File: config.mk
export PLATFORM = sky130hd
export DESIGN_NAME = seq_alu
export DESIGN_NICKNAME = d
export VERILOG_FILES = /design/src/rtl/seq_alu_pkg.sv /design/src/rtl/alu_chunk_adder.sv /design/src/rtl/seq_alu.sv
export SDC_FILE = /design/constraint.sdc
export NUM_CORES = 1
export LEC_CHECK = 0
export BUFFER_PORTS_ARGS = -buffer_cell sky130_fd_sc_hd__buf_2
export CAP_MARGIN = 20
export CORE_UTILIZATION = 28
export CTS_BUF_LIST = sky130_fd_sc_hd__clkbuf_4 sky130_fd_sc_hd__clkbuf_8 sky130_fd_sc_hd__clkbuf_16
export DETAILED_ROUTE_END_ITERATION = 7
export GPL_TIMING_DRIVEN = 0
export PLACE_DENSITY = 0.52
export SYNTH_ARGS = -nofsm -noshare
export SYNTH_HDL_FRONTEND = slang
export SYNTH_SLANG_ARGS = --single-unit
File: constraint.sdc
create_clock -name clk -period 2.4 [get_ports clk]
set_input_delay 0.12 -clock clk [delete_from_list [all_inputs] [get_ports clk]]
set_output_delay 0.12 -clock clk [all_outputs]
set_load 0.01 [all_outputs]
File: src/rtl/seq_alu_pkg.sv
// Shared types and constants for the sequential ALU: opcode and FSM state encodings.
package seq_alu_pkg;

   localparam int OP_W = 3;

   typedef enum logic [OP_W-1:0] {
      OP_ADD = 3'b000,
      OP_SUB = 3'b001,
      OP_NEG = 3'b010,
      OP_SRL = 3'b011,
      OP_SRA = 3'b100,
      OP_SLL = 3'b101
   } op_e;

   typedef enum logic [1:0] {
      IDLE,
      RUN,
      DONE
   } state_e;

endpackage

File: src/rtl/alu_chunk_adder.sv
// Combinational CHUNK-bit ripple adder; also exposes the carry into the MSB so the
// caller can form signed overflow on the final chunk.
module alu_chunk_adder
   import seq_alu_pkg::*;
#(
   parameter int CHUNK = 4
) (
   input  logic [CHUNK-1:0] a,
   input  logic [CHUNK-1:0] b,
   input  logic             cin,
   output logic [CHUNK-1:0] sum,
   output logic             cout,
   output logic             c_msb
);

   logic [CHUNK:0] carry;

   always_comb begin
      carry    = '0;
      sum      = '0;
      carry[0] = cin;
      for (int i = 0; i < CHUNK; i++) begin
         sum[i]       = a[i] ^ b[i] ^ carry[i];
         carry[i + 1] = (a[i] & b[i]) | (carry[i] & (a[i] ^ b[i]));
      end
   end

   assign cout  = carry[CHUNK];
   assign c_msb = carry[CHUNK-1];

endmodule

File: src/rtl/seq_alu.sv
// Multi-cycle ALU: CHUNK-bit-per-cycle add/sub/neg and one-bit-per-cycle shifts with a
// start/busy/done handshake. Define SEQ_ALU_SAT_EN to saturate ADD/SUB on signed overflow.
module seq_alu
   import seq_alu_pkg::*;
#(
   parameter int WIDTH = 8,
   parameter int CHUNK = 4
) (
   input  logic             clk,
   input  logic             rst_n,
   input  logic             start,
   input  logic [OP_W-1:0]  op,
   input  logic [WIDTH-1:0] a,
   input  logic [WIDTH-1:0] b,
   output logic             busy,
   output logic             done,
   output logic [WIDTH-1:0] result,
   output logic             cout,
   output logic             ovf,
   output logic             zero,
   output logic             illegal
);

   localparam int SH_W  = $clog2(WIDTH);
   localparam int CNT_W = $clog2(WIDTH + 1);
   localparam int STEPS = WIDTH / CHUNK;

   generate
      if ((WIDTH % CHUNK) != 0 || WIDTH < 2) begin : g_bad_param
         $error("seq_alu: WIDTH must be >= 2 and a multiple of CHUNK");
      end
   endgenerate

   state_e           state;
   state_e           state_next;
   logic             load;
   logic             step;
   logic             finish;
   logic [CNT_W-1:0] cnt;
   logic [CNT_W-1:0] cnt_load;

   logic [OP_W-1:0]  op_r;
   logic [WIDTH-1:0] opa;
   logic [WIDTH-1:0] opb;
   logic             carry;
   logic             cmsb;

   logic [CHUNK-1:0] add_sum;
   logic             add_cout;
   logic             add_cmsb;
   logic [WIDTH-1:0] arith_next;

   logic             is_arith;
   logic             legal;
   logic             fin_ovf;
   logic             fin_cout;
   logic [WIDTH-1:0] fin_res;

   alu_chunk_adder #(.CHUNK(CHUNK)) u_adder (
      .a     (opa[CHUNK-1:0]),
      .b     (opb[CHUNK-1:0]),
      .cin   (carry),
      .sum   (add_sum),
      .cout  (add_cout),
      .c_msb (add_cmsb)
   );

   // Each sum chunk enters at the top of opa, so after STEPS steps opa holds the result.
   generate
      if (CHUNK == WIDTH) begin : g_one_chunk
         assign arith_next = add_sum;
      end else begin : g_multi_chunk
         assign arith_next = {add_sum, opa[WIDTH-1:CHUNK]};
      end
   endgenerate

   always_comb begin
      state_next = state;
      load       = 1'b0;
      step       = 1'b0;
      finish     = 1'b0;
      unique case (state)
         IDLE: begin
            if (start) begin
               load       = 1'b1;
               state_next = RUN;
            end
         end
         RUN: begin
            if (cnt == '0) begin
               finish     = 1'b1;
               state_next = DONE;
            end else begin
               step = 1'b1;
            end
         end
         DONE: begin
            if (start) begin
               load       = 1'b1;
               state_next = RUN;
            end else begin
               state_next = IDLE;
            end
         end
         default: state_next = IDLE;
      endcase
   end

   always_comb begin
      cnt_load = '0;
      case (op)
         OP_ADD, OP_SUB, OP_NEG: cnt_load = CNT_W'(STEPS);
         OP_SRL, OP_SRA, OP_SLL: cnt_load = CNT_W'(b[SH_W-1:0]);
         default:                cnt_load = '0;
      endcase
   end

   always_ff @(posedge clk or negedge rst_n) begin
      if (!rst_n) begin
         state <= IDLE;
         cnt   <= '0;
      end else begin
         state <= state_next;
         if (load) begin
            cnt <= cnt_load;
         end else if (step) begin
            cnt <= cnt - CNT_W'(1);
         end
      end
   end

   // SUB and NEG become additions of an inverted operand with carry-in 1.
   always_ff @(posedge clk) begin
      if (load) begin
         op_r  <= op;
         opa   <= a;
         opb   <= b;
         carry <= 1'b0;
         cmsb  <= 1'b0;
         case (op)
            OP_SUB: begin
               opb   <= ~b;
               carry <= 1'b1;
            end
            OP_NEG: begin
               opa   <= '0;
               opb   <= ~a;
               carry <= 1'b1;
            end
            default: ;
         endcase
      end else if (step) begin
         case (op_r)
            OP_ADD, OP_SUB, OP_NEG: begin
               opa   <= arith_next;
               opb   <= opb >> CHUNK;
               carry <= add_cout;
               cmsb  <= add_cmsb;
            end
            OP_SRL: begin
               opa   <= {1'b0, opa[WIDTH-1:1]};
               carry <= opa[0];
            end
            OP_SRA: begin
               opa   <= {opa[WIDTH-1], opa[WIDTH-1:1]};
               carry <= opa[0];
            end
            OP_SLL: begin
               opa   <= {opa[WIDTH-2:0], 1'b0};
               carry <= opa[WIDTH-1];
            end
            default: ;
         endcase
      end
   end

   always_comb begin
      is_arith = (op_r == OP_ADD) || (op_r == OP_SUB) || (op_r == OP_NEG);
      legal    = is_arith || (op_r == OP_SRL) || (op_r == OP_SRA) || (op_r == OP_SLL);
      fin_ovf  = is_arith & (carry ^ cmsb);
      fin_cout = legal & carry;
      fin_res  = legal ? opa : '0;
`ifdef SEQ_ALU_SAT_EN
      if (fin_ovf && ((op_r == OP_ADD) || (op_r == OP_SUB))) begin
         fin_res = {~opa[WIDTH-1], {(WIDTH-1){opa[WIDTH-1]}}};
      end
`else
`endif
   end

   always_ff @(posedge clk or negedge rst_n) begin
      if (!rst_n) begin
         result  <= '0;
         cout    <= 1'b0;
         ovf     <= 1'b0;
         zero    <= 1'b0;
         illegal <= 1'b0;
      end else if (finish) begin
         result  <= fin_res;
         cout    <= fin_cout;
         ovf     <= fin_ovf;
         zero    <= (fin_res == '0);
         illegal <= ~legal;
      end
   end

   assign busy = (state == RUN);
   assign done = (state == DONE);

endmodule

# Yosys cells after proc, flatten, opt, wreduce, memory -nomap -nowiden
# Cells that the tools add are included.
[op_classes] n_mul=0 div_mod_pow=0 bitwise_logic=26 n_lt_le_gt_ge=0 reduce_logical=27 n_eq_ne=15 shifts=0 muxes=26 n_addsub=1
[op_table] cell="8-bit two-way mux" n=7
[op_table] cell="8-bit one-hot mux with 4 select lines" n=1
[op_table] cell="8-bit NOT" n=2
[op_table] cell="8-bit one-hot mux with 2 select lines" n=1
[op_table] cell="3-bit by 2-bit == test with 1-bit output, second input constant" n=4
[op_table] cell="3-bit == test, second input constant" n=4
[op_table] cell="1-bit bitwise AND" n=10
[op_table] cell="1-bit two-way mux" n=10
[op_table] cell="2-bit AND reduction" n=5
[op_table] cell="3-bit OR reduction" n=3
[op_table] cell="1-bit bitwise XOR" n=9
[op_table] cell="8-bit zero test" n=1
[op_table] cell="4-bit two-way mux" n=2
[op_table] cell="4-bit nonzero test" n=2
[op_table] cell="3-bit by 1-bit == test with 1-bit output, second input constant" n=2
[op_table] cell="3-bit zero test" n=2
[op_table] cell="2-bit one-hot mux with 3 select lines" n=1
[op_table] cell="3-bit one-hot mux with 2 select lines" n=1
[op_table] cell="2-bit OR reduction" n=3
[op_table] cell="1-bit logical OR" n=5
[op_table] cell="5-bit nonzero test" n=1
[op_table] cell="4-bit zero test" n=1
[op_table] cell="2-bit two-way mux" n=2
[op_table] cell="2-bit inequality test, second input constant" n=2
[op_table] cell="other kinds (10)" n=14
[word_totals] romBits=0 n_memories=0 regBits=39 ram_bits=0 elab_cells=108 input_bits=22 latch_bits=0

# Depth between registers and ports, before layout
# Gate-level depths: netlist (run 1).
[logic_depth] word_depth=12 ltp_mapped=8

# Modules after synthesis
# From an unflattened synthesis (run 1), not the netlist that was laid out.
[hier_totals] cells_unflattened=280 area_unflattened_um2=2462.4
[by_module_without_submodules] mod="seq_alu" instances=1 cells_each=268 area_each_um2=2352.3
[by_module_without_submodules] mod="alu_chunk_adder" instances=1 cells_each=12 area_each_um2=110.1

# Worst setup path after synthesis (run 1)
# OpenSTA, ideal clock, no wires.
[synth_timing] kind="reg-to-reg" from="reg opa[0]" to="reg opa[7] (data pin)" path_stages_with_launch=9 required_time_ns=2.131 setup_ns=0.269 t_arrival_ns=2.097 slack_ns=0.034 cell_sequence="edfxtp_1 > fa_1 > inv_1 > fa_1 > fa_1 > inv_1 > fa_1 > a32oi_1 > a21oi_1"
[synth_via] elab_chain_cells=11
[synth_rtl] element="from (decl)" line="seq_alu.sv:43" rtl="logic [WIDTH-1:0] opa;"
[synth_rtl] element="from (signal assigned)" line="seq_alu.sv:155" rtl="opa <= arith_next;"
[synth_rtl] element="from (signal assigned)" line="seq_alu.sv:161" rtl="opa <= {1'b0, opa[WIDTH-1:1]};"
[synth_rtl] element="from (signal assigned)" line="seq_alu.sv:165" rtl="opa <= {opa[WIDTH-1], opa[WIDTH-1:1]};"
[synth_rtl] element="1-bit bitwise XOR" line="alu_chunk_adder.sv:24" rtl="carry[i + 1] = (a[i] & b[i]) | (carry[i] & (a[i] ^ b[i]));"
[synth_rtl] element="1-bit bitwise AND" line="alu_chunk_adder.sv:24"
[synth_rtl] element="1-bit bitwise OR (*)" line="alu_chunk_adder.sv:24"
[synth_rtl] element="1-bit bitwise AND (*)" line="alu_chunk_adder.sv:24"
[synth_rtl] element="1-bit bitwise OR (*)" line="alu_chunk_adder.sv:24"
[synth_rtl] element="1-bit bitwise AND (*)" line="alu_chunk_adder.sv:24"
[synth_rtl] element="1-bit bitwise OR (*)" line="alu_chunk_adder.sv:24"
[synth_rtl] element="net add_cmsb" line="seq_alu.sv:50" rtl="logic add_cmsb;"
[synth_rtl] element="1-bit bitwise XOR (*)" line="alu_chunk_adder.sv:23" rtl="sum[i] = a[i] ^ b[i] ^ carry[i];"
[synth_rtl] element="8-bit one-hot mux with 4 select lines (*)" line="seq_alu.sv:153" rtl="case (op_r)"
[synth_rtl] element="8-bit two-way mux (*)" line="seq_alu.sv:152" rtl="end else if (step) begin"
[synth_rtl] element="8-bit two-way mux (*)" line="seq_alu.sv:134" rtl="if (load) begin"
# The timed path passes the listed nets; every way through them passes the cells marked *. The select of a mux whose other input is x is not followed.
# A chain may end at the register's enable or synchronous reset.

# Worst setup path in the final report (run 1)
# Ends and elaborated chain as after synthesis.

==> summary.md, run 1 <==
| Metric | Value |
|---|---|
| Finished Layout Cells | 420 |
| Area leader, netlist | edfxtp_1 |
| Crit Path Max Fanout | 2 |
| GP Congestion | 0.796 |
| TNS Setup | -40.4 ps |
| Storage cell area | 1070 sq um |
| Delay-heaviest family, CP | adder cells |
| Min setup slack post-route | -40.4 ps |
| Cells after Synth | 265 |
| PwrDens | 1170 nW/um^2 |
| Design Area, Final | 2960 sq um |
| Dpl hpwl | 5050 um |
| Clock sinks | 39 |
| Clk root buf | clkbuf_8 |
| Status | finished with violations |
| Final worst path period share | 102% |
| # rows | 34 |
| DRT antenna net count | 0 |
| Slew Viols, Final | 0 |
| Critical Path Source Type | flip-flop |
| RSZ-0062 raised after global routing | yes |
| Number of flops mapped to enable cells by yosys | 20 |
| GRT Residual Overflow | 0 |
| Buffers on Ports | 35 |
| Asr flop ratio synth | 46.2% |
| # nets final | 338 |
| Yosys reg bits | 39 |
| Vias | 2190 |
| Crit path kind | flip-flop to flip-flop |
| Proportion of layout cells with a drive suffix above 1 | 22.1% |
| Max incr delay on CP | 440 ps |
| Req. time, crit path | 2430 ps |
| CTS Buf Count | 5 |
| First-pass DRT Iterations | 4 |
| CP arrival | 2470 ps |
| Clock Power Share | 15.2% |
| Die area | 9330 sq um |
| Critical Path Most Common Cell | fa_2 |
| Register area share after synthesis | 42.7% |
| Seq pwr share | 38.9% |
| LEAKAGE | 1.24 nW |
| Clk slew on worst S/H paths | 80 ps |
| Core area | 8680 sq um |
| Cell area after synthesis | 2510 sq um |
| Post-synth top area share | 24.0% |
| Combinational Power Share | 45.9% |
| Cell Area, Placed | 2820 sq um |
| CTS tree | done |
| Final min period | 2440 ps |
| Multi-input logic area | 1260 sq um |
| Reg2reg setup slack | -40 ps |
| Placed insts | 409 |
| Largest net degree at the start of global routing | 19 |
| Worst hold slack | 13.2 ps |
| Gr usage total | 15.2% |
| Area Growth Syn to Fin | 18.3% |
| Switch Pwr | 1.42 mW |
| Synthesized Nets | 292 |
| Setup-failing EPs final | 1 |
| Antenna cells | 0 |
| Power Internal | 2.04 mW |
| Buffer depth of the longest clock path | 2 |
| DR DRC count | 0 |
| Post-synth cell types | 48 |
| Critical path cell sequence | fa_2 -> inv_2 -> fa_2 -> fa_2 -> inv_2 -> fa_1 -> a32oi_1 -> a21oi_1 |
| Die X | 96.6 um |
| Primary FF master, synth | edfxtp_1 |
| WL/cell | 16.4 um |
| Final-report hold violation count | 0 |
| Starting Density | 28.9% |
| CP max-delay cell | edfxtp_1 |
| DRT iter0 DRCs | 100 |
| Fmax | 410 MHz |
| I/O pin total | 36 |
| Synth top area cells | edfxtp_1 24%, dfrtp_1 18%, o21ai_0 4.8% |
| Die Y | 96.6 um |
| Initial antenna violation count | 0 |
| Worst-Margin Slew | 684 ps |
| Failing checks | setup timing |
| # H-tree levels | 2 |
| Fill count | 953 |
| Sw Ratio | 41.0% |
| Max IR drop VDD | 0.000302 V |
| First-pass GRT wire length | 11300 um |
| Hold Path Class | input pin to flip-flop |
| Detailed-route wire length | 6880 um |
| Yosys warns | 0 |
| Final worst clock skew | 13.8 ps |
| Clk_lat worst skew | 300 ps |
| Number of global-route vias before repair | 2193 |
| Synth Area per Inst | 9.46 sq um |
| Max-Cap Viols | 0 |
| Detailed-route vias per instance | 5.21 |
| Max_slew headroom | 54.1% |
| CP Buf/Inv Count | 2 |
| Worst Setup End Kind | flip-flop |
## registers in the layout (all words and copies together), names as in the netlist
name / flops
opb: 8
ovf: 1
state: 2
illegal: 1
carry: 1
cnt: 4
op_r: 3
opa: 8
cmsb: 1
zero: 1
cout: 1
result: 8
## through the flow
| step | util (%) | worst slack [ps] | total power, mW |
|---|---|---|---|
| 5_1_grt | 34.2 | -156 | 3.75 |
| 2_1_floorplan | - | 34.5 | 2.34 |
| 3_3_place_gp | 32.5 | -305 | 2.84 |
| 3_5_place_dp | 32.5 | -334 | 2.89 |
| 4_1_cts | 34.2 | -69.1 | 3.50 |
| 6_report | 34.2 | -40.4 | 3.46 |
## area by class of cell
| class | count | share of cell area (%) |
|---|---|---|
| multi-input cells | 188 | 42.5 |
| flip-flops and latches | 39 | 36.1 |
| repair buffers | 39 | 7.01 |
| well taps | 108 | 4.56 |
| plain buffers | 21 | 4.01 |
| clock buffers | 7 | 3.42 |
| inverters | 17 | 2.15 |
| clock inverters | 1 | 0.211 |
## path summary, 6_finish.rpt
check | to | from | cells past startpoint
max | opa[7]$_DFFE_PP_ | opa[0]$_DFFE_PP_ | 8
min | op_r[1]$_DFFE_PN_ | op[1] | 1
max reg2reg | opa[7]$_DFFE_PP_ | opa[0]$_DFFE_PP_ | 8
min reg2reg | cmsb$_SDFFE_PN0P_ | cmsb$_SDFFE_PN0P_ | 2
max in group asynchronous | result[6]$_DFFE_PN0P_ | rst_n | 2
min in group asynchronous | result[0]$_DFFE_PN0P_ | rst_n | 2
## power groups by stage
stage	logic (mW)	registers (mW)	clock network, mW
2_1_floorplan	1.02	1.32	0
3_3_place_gp	1.47	1.37	0
3_5_place_dp	1.52	1.38	0
4_1_cts	1.60	1.35	0.543
5_1_grt	1.80	1.39	0.571
6_report	1.59	1.35	0.526
## worst reg2reg max path, stage by stage, from the launching register on
cell,delay (ps)
edfxtp_1,440
fa_2,240
inv_2,40
fa_2,330
fa_2,340
inv_2,80
fa_1,410
a32oi_1,220
a21oi_1,90
## synth_stat cells (2+ instances only)
library cell,count
a21oi_1,20
o31ai_1,6
xnor2_1,2
dfrtp_1,18
nor3b_2,2
and2_1,5
nor3b_1,5
buf_2,10
or3b_1,2
o21ai_0,24
clkbuf_1,6
nor3_1,10
nand2_1,15
mux2i_1,4
nor2b_1,8
nand2b_1,5
a32oi_1,2
a22o_1,4
fa_1,4
buf_6,3
o32ai_1,6
a221oi_1,2
and3b_1,7
o21ai_1,8
or2b_1,3
o211ai_1,6
nor4_1,2
o21bai_1,5
nand4_1,2
inv_1,17
edfxtp_1,20
or3_1,3
nor2_1,4
a31oi_1,7
nand3_1,5
## repair_timing
| action | CTS | global route |
|---|---|---|
| hold buffers | 1 | 0 |
| setup endpoints to repair | 9 | 14 |
| buffers inserted | 2 | 0 |
| hold endpoints to repair | 18 | 0 |
| pin swaps | 3 | 1 |
| gates resized for setup | 5 | 1 |
## layout by cell type, fill, tap and decap left out, types with 3 or more instances in the layout
cell type,instances
nand3_1,5
o32ai_1,6
a31oi_1,7
nor3b_1,5
a21oi_1,20
o21ai_0,23
o21ai_1,9
or2b_1,3
edfxtp_1,20
buf_2,45
o21bai_1,5
a22o_1,4
buf_4,4
nand2_1,15
nor2_1,4
clkbuf_1,6
or3_1,3
and3b_1,7
and2_1,5
inv_1,15
clkbuf_8,5
o31ai_1,6
nor3_1,10
buf_6,3
fa_2,3
dfrtp_1,18
mux2i_1,4
o211ai_1,6
nand2b_1,5
nor2b_1,8
## layer usage
layer  routed length [um]  share of wire (%)  track usage, %
met5                    0                  0               0
met4                  105                1.5            4.59
met3                  365                5.3            3.83
met2                 3150                 46            24.4
met1                 3260                 47            20.0
## logic make-up (layout without fill, tap and decap cells)
group / after synthesis / in the layout / synth area share (%)
buffers and inverters: 38 / 85 / 7.29
and+or+nand+nor: 82 / 82 / 19.9
DFF: 39 / 39 / 42.7
muxes: 4 / 4 / 1.60
AOI/OAI and AO/OA: 95 / 95 / 24.1
xor gates and xnor gates: 2 / 2 / 0.699
adders and majority gates: 5 / 5 / 3.69
Power figures use the tool's default switching activity.
==> run 2: changes to the inputs <==
- PLACE_DENSITY: 0.52 -> 0.51
- clock period: 2.4 -> 3.1 ns (I/O delays scaled with it)
==> run 2 against run 1 <==
The flow now finishes without violations; clock power is 21% lower; cell count is 0.48% lower; first-iteration DRC count decreased by 20%; critical path type unchanged; design area shrank 0.63%; non-clock buffer count decreased by 2; hold slack better by 36 ps; critical endpoint unchanged; power is 24% lower; die area unchanged; utilization down 0.22 points.
==> summary.md, run 2 (synthesis results as in run 1) <==
| Metric | Value |
|---|---|
| Die area | 9330 sq um (unchanged) |
| Slew Viols, Final | 0 (unchanged) |
| Max-Cap Viols | 0 (unchanged) |
| Met3 wire len | 321 um (-12%) |
| Status | completed |
| Sw Ratio | 41.5% (+0.57 points) |
| Gr usage total | 15.2% (+0.039 points) |
| Largest regs | opa (8), opb (8), result (8) |
| Combinational Power Share | 44.0% (-1.9 points) |
| Worst hold slack | 49.4 ps (+36.1 ps) |
| Top Metal Used | met4 |
| DRT antenna net count | 0 (unchanged) |
| Die X | 96.6 um (unchanged) |
| Max IR drop VDD | 0.000203 V (-33%) |
| Detailed-route vias per instance | 5.22 (about the same) |
| # H-tree levels | 2 (unchanged) |
| Crit Path Max Fanout | 6 (+4) |
| PwrDens | 893 nW/um^2 (-23%) |
| I/O pin total | 36 (unchanged) |
| # rows | 34 (unchanged) |
| Number of global-route vias before repair | 2127 (-3.0%) |
| Proportion of layout cells with a drive suffix above 1 | 20.0% (-2.1 points) |
| CP arrival | 2730 ps (+260 ps) |
| Clock Power Share | 15.8% (+0.6 points) |
| Antenna cells | 0 (unchanged) |
| Clock sinks | 39 (unchanged) |
| Crit path kind | flip-flop to flip-flop |
| First-pass DRT Iterations | 4 (unchanged) |
| Max_slew headroom | 30.8% (-23 points) |
| Most frequent cells in the layout | 45 x buf_2, 24 x o21ai_0, 20 x a21oi_1, 20 x edfxtp_1, 18 x dfrtp_1 |
| TNS Setup | 0 ps (+40.4 ps) |
| Seq pwr share | 40.2% (+1.3 points) |
| Fill count | 924 (-3.0%) |
| Worst Setup End Kind | flip-flop |
| Hold Path Class | input pin to flip-flop |
| CTS tree | done |
| Final min period | 2690 ps (+250 ps) |
| Post-layout util | 33.9% (-0.22 points) |
| Fmax | 372 MHz (-9.3%) |
| Cts repair resizes | 0 (-5) |
| Clk slew on worst S/H paths | 80 ps (about the same) |
| Switch Pwr | 1.09 mW (-23%) |
| Setup-failing EPs final | 0 (-1) |
| CTS Buf Count | 5 (unchanged) |
| Die Y | 96.6 um (unchanged) |
| Area Growth Syn to Fin | 17.5% |
| Req. time, crit path | 3140 ps (+710 ps) |
| Final-report hold violation count | 0 (unchanged) |
| Routed met2 length | 3200 um (+1.4%) |
| Initial antenna violation count | 0 (unchanged) |
| GP Congestion | 0.819 (+2.9%) |
| Critical Path Source Type | flip-flop |
| LEAKAGE | 1.23 nW (-0.46%) |
| Commonest non-fill, non-tap cell in the layout | buf_2 |
| DRT iter0 DRCs | 80 (-20%) |
| Largest net degree at the start of global routing | 19 (unchanged) |
| WL/cell | 16.6 um (+1.4%) |
| Buffer depth of the longest clock path | 2 (unchanged) |
| Vias | 2181 (-0.41%) |
| RSZ-0062 raised after global routing | no |
| Final worst path period share | 86.8% (-15 points) |
| Final worst clock skew | 16.3 ps (+2.55 ps) |
| First-pass GRT wire length | 11400 um (+0.73%) |
| Power Internal | 1.54 mW (-25%) |
| Core area | 8680 sq um (unchanged) |
| Detailed-route wire length | 6940 um (+0.87%) |
| Worst-Margin Slew | 1030 ps (+343 ps) |
| Dpl hpwl | 5140 um (+1.8%) |
| Buffers on Ports | 35 (unchanged) |
| Routed metal-1 wirelength | 3320 um (+2.0%) |
| Clk_lat worst skew | 310 ps (about the same) |
| Clk root buf | clkbuf_8 |
| Starting Density | 28.9% (unchanged) |
| DR DRC count | 0 (unchanged) |
| # nets final | 336 (-0.59%) |
| GRT Residual Overflow | 0 (unchanged) |
run 2: worst paths after layout:
path                                   startpoint                     to  slack (ps)  cells after the start
worst min register to register  cmsb$_SDFFE_PN0P_      cmsb$_SDFFE_PN0P_         490                      2
worst max register to register   opa[0]$_DFFE_PP_       opa[7]$_DFFE_PP_         410                      8
min in group asynchronous                   rst_n  result[0]$_DFFE_PN0P_         300                      2
worst min-delay path                        op[1]      op_r[1]$_DFFE_PN_          50                      1
worst max-delay path             opa[0]$_DFFE_PP_       opa[7]$_DFFE_PP_         410                      8
max in group asynchronous                   rst_n  result[6]$_DFFE_PN0P_        2480                      2
run 2: metal layers:
metal | track usage [%] | vias up
met5 | 0 | -
met2 | 23.9 | 57
met4 | 4.94 | 0
met1 | 20.7 | 1046
met3 | 3.40 | 9
li1 | - | 1069
run 2: power by group through the flow:
stage / clock network, mW / registers [mW] / logic, mW
2_1_floorplan: 0 / 1.02 / 0.791
3_3_place_gp: 0 / 1.06 / 1.14
3_5_place_dp: 0 / 1.07 / 1.17
4_1_cts: 0.429 / 1.06 / 1.17
5_1_grt: 0.449 / 1.09 / 1.30
6_report: 0.416 / 1.06 / 1.16
run 2: metrics by stage:
stage	std cells	total power [mW]	worst slack [ps]	instance area (sq um)
2_1_floorplan	265	1.81	734	2510
3_3_place_gp	408	2.21	402	2820
3_5_place_dp	409	2.23	398	2820
4_1_cts	418	2.66	397	2950
5_1_grt	418	2.84	292	2950
6_report	418	2.63	409	2950
run 2: area by class of cell:
class                      count  area [sq um]  share of cell area (%)
multi-input combinational    188          1250                    42.5
sequential                    39          1070                    36.4
timing repair buffer          37           193                    6.54
tap                          108           135                    4.59
buffer                        21           119                    4.04
clock buffer                   6          93.8                    3.19
inverter                      17          63.8                    2.17
clock inverter                 2          17.5                   0.595
run 2: worst max-delay path: stages, from the launching register on:
cell and delay, ps:
edfxtp_1 550, fa_1 230, inv_1 50, fa_1 370, fa_1 360, inv_1 120, fa_1 420, a32oi_1 230
a21oi_1 100
run 2: timing repair:
action | CTS | global route
hold endpoints to repair | 18 | 0
hold buffers | 1 | 0
buffers inserted | 0 | 0
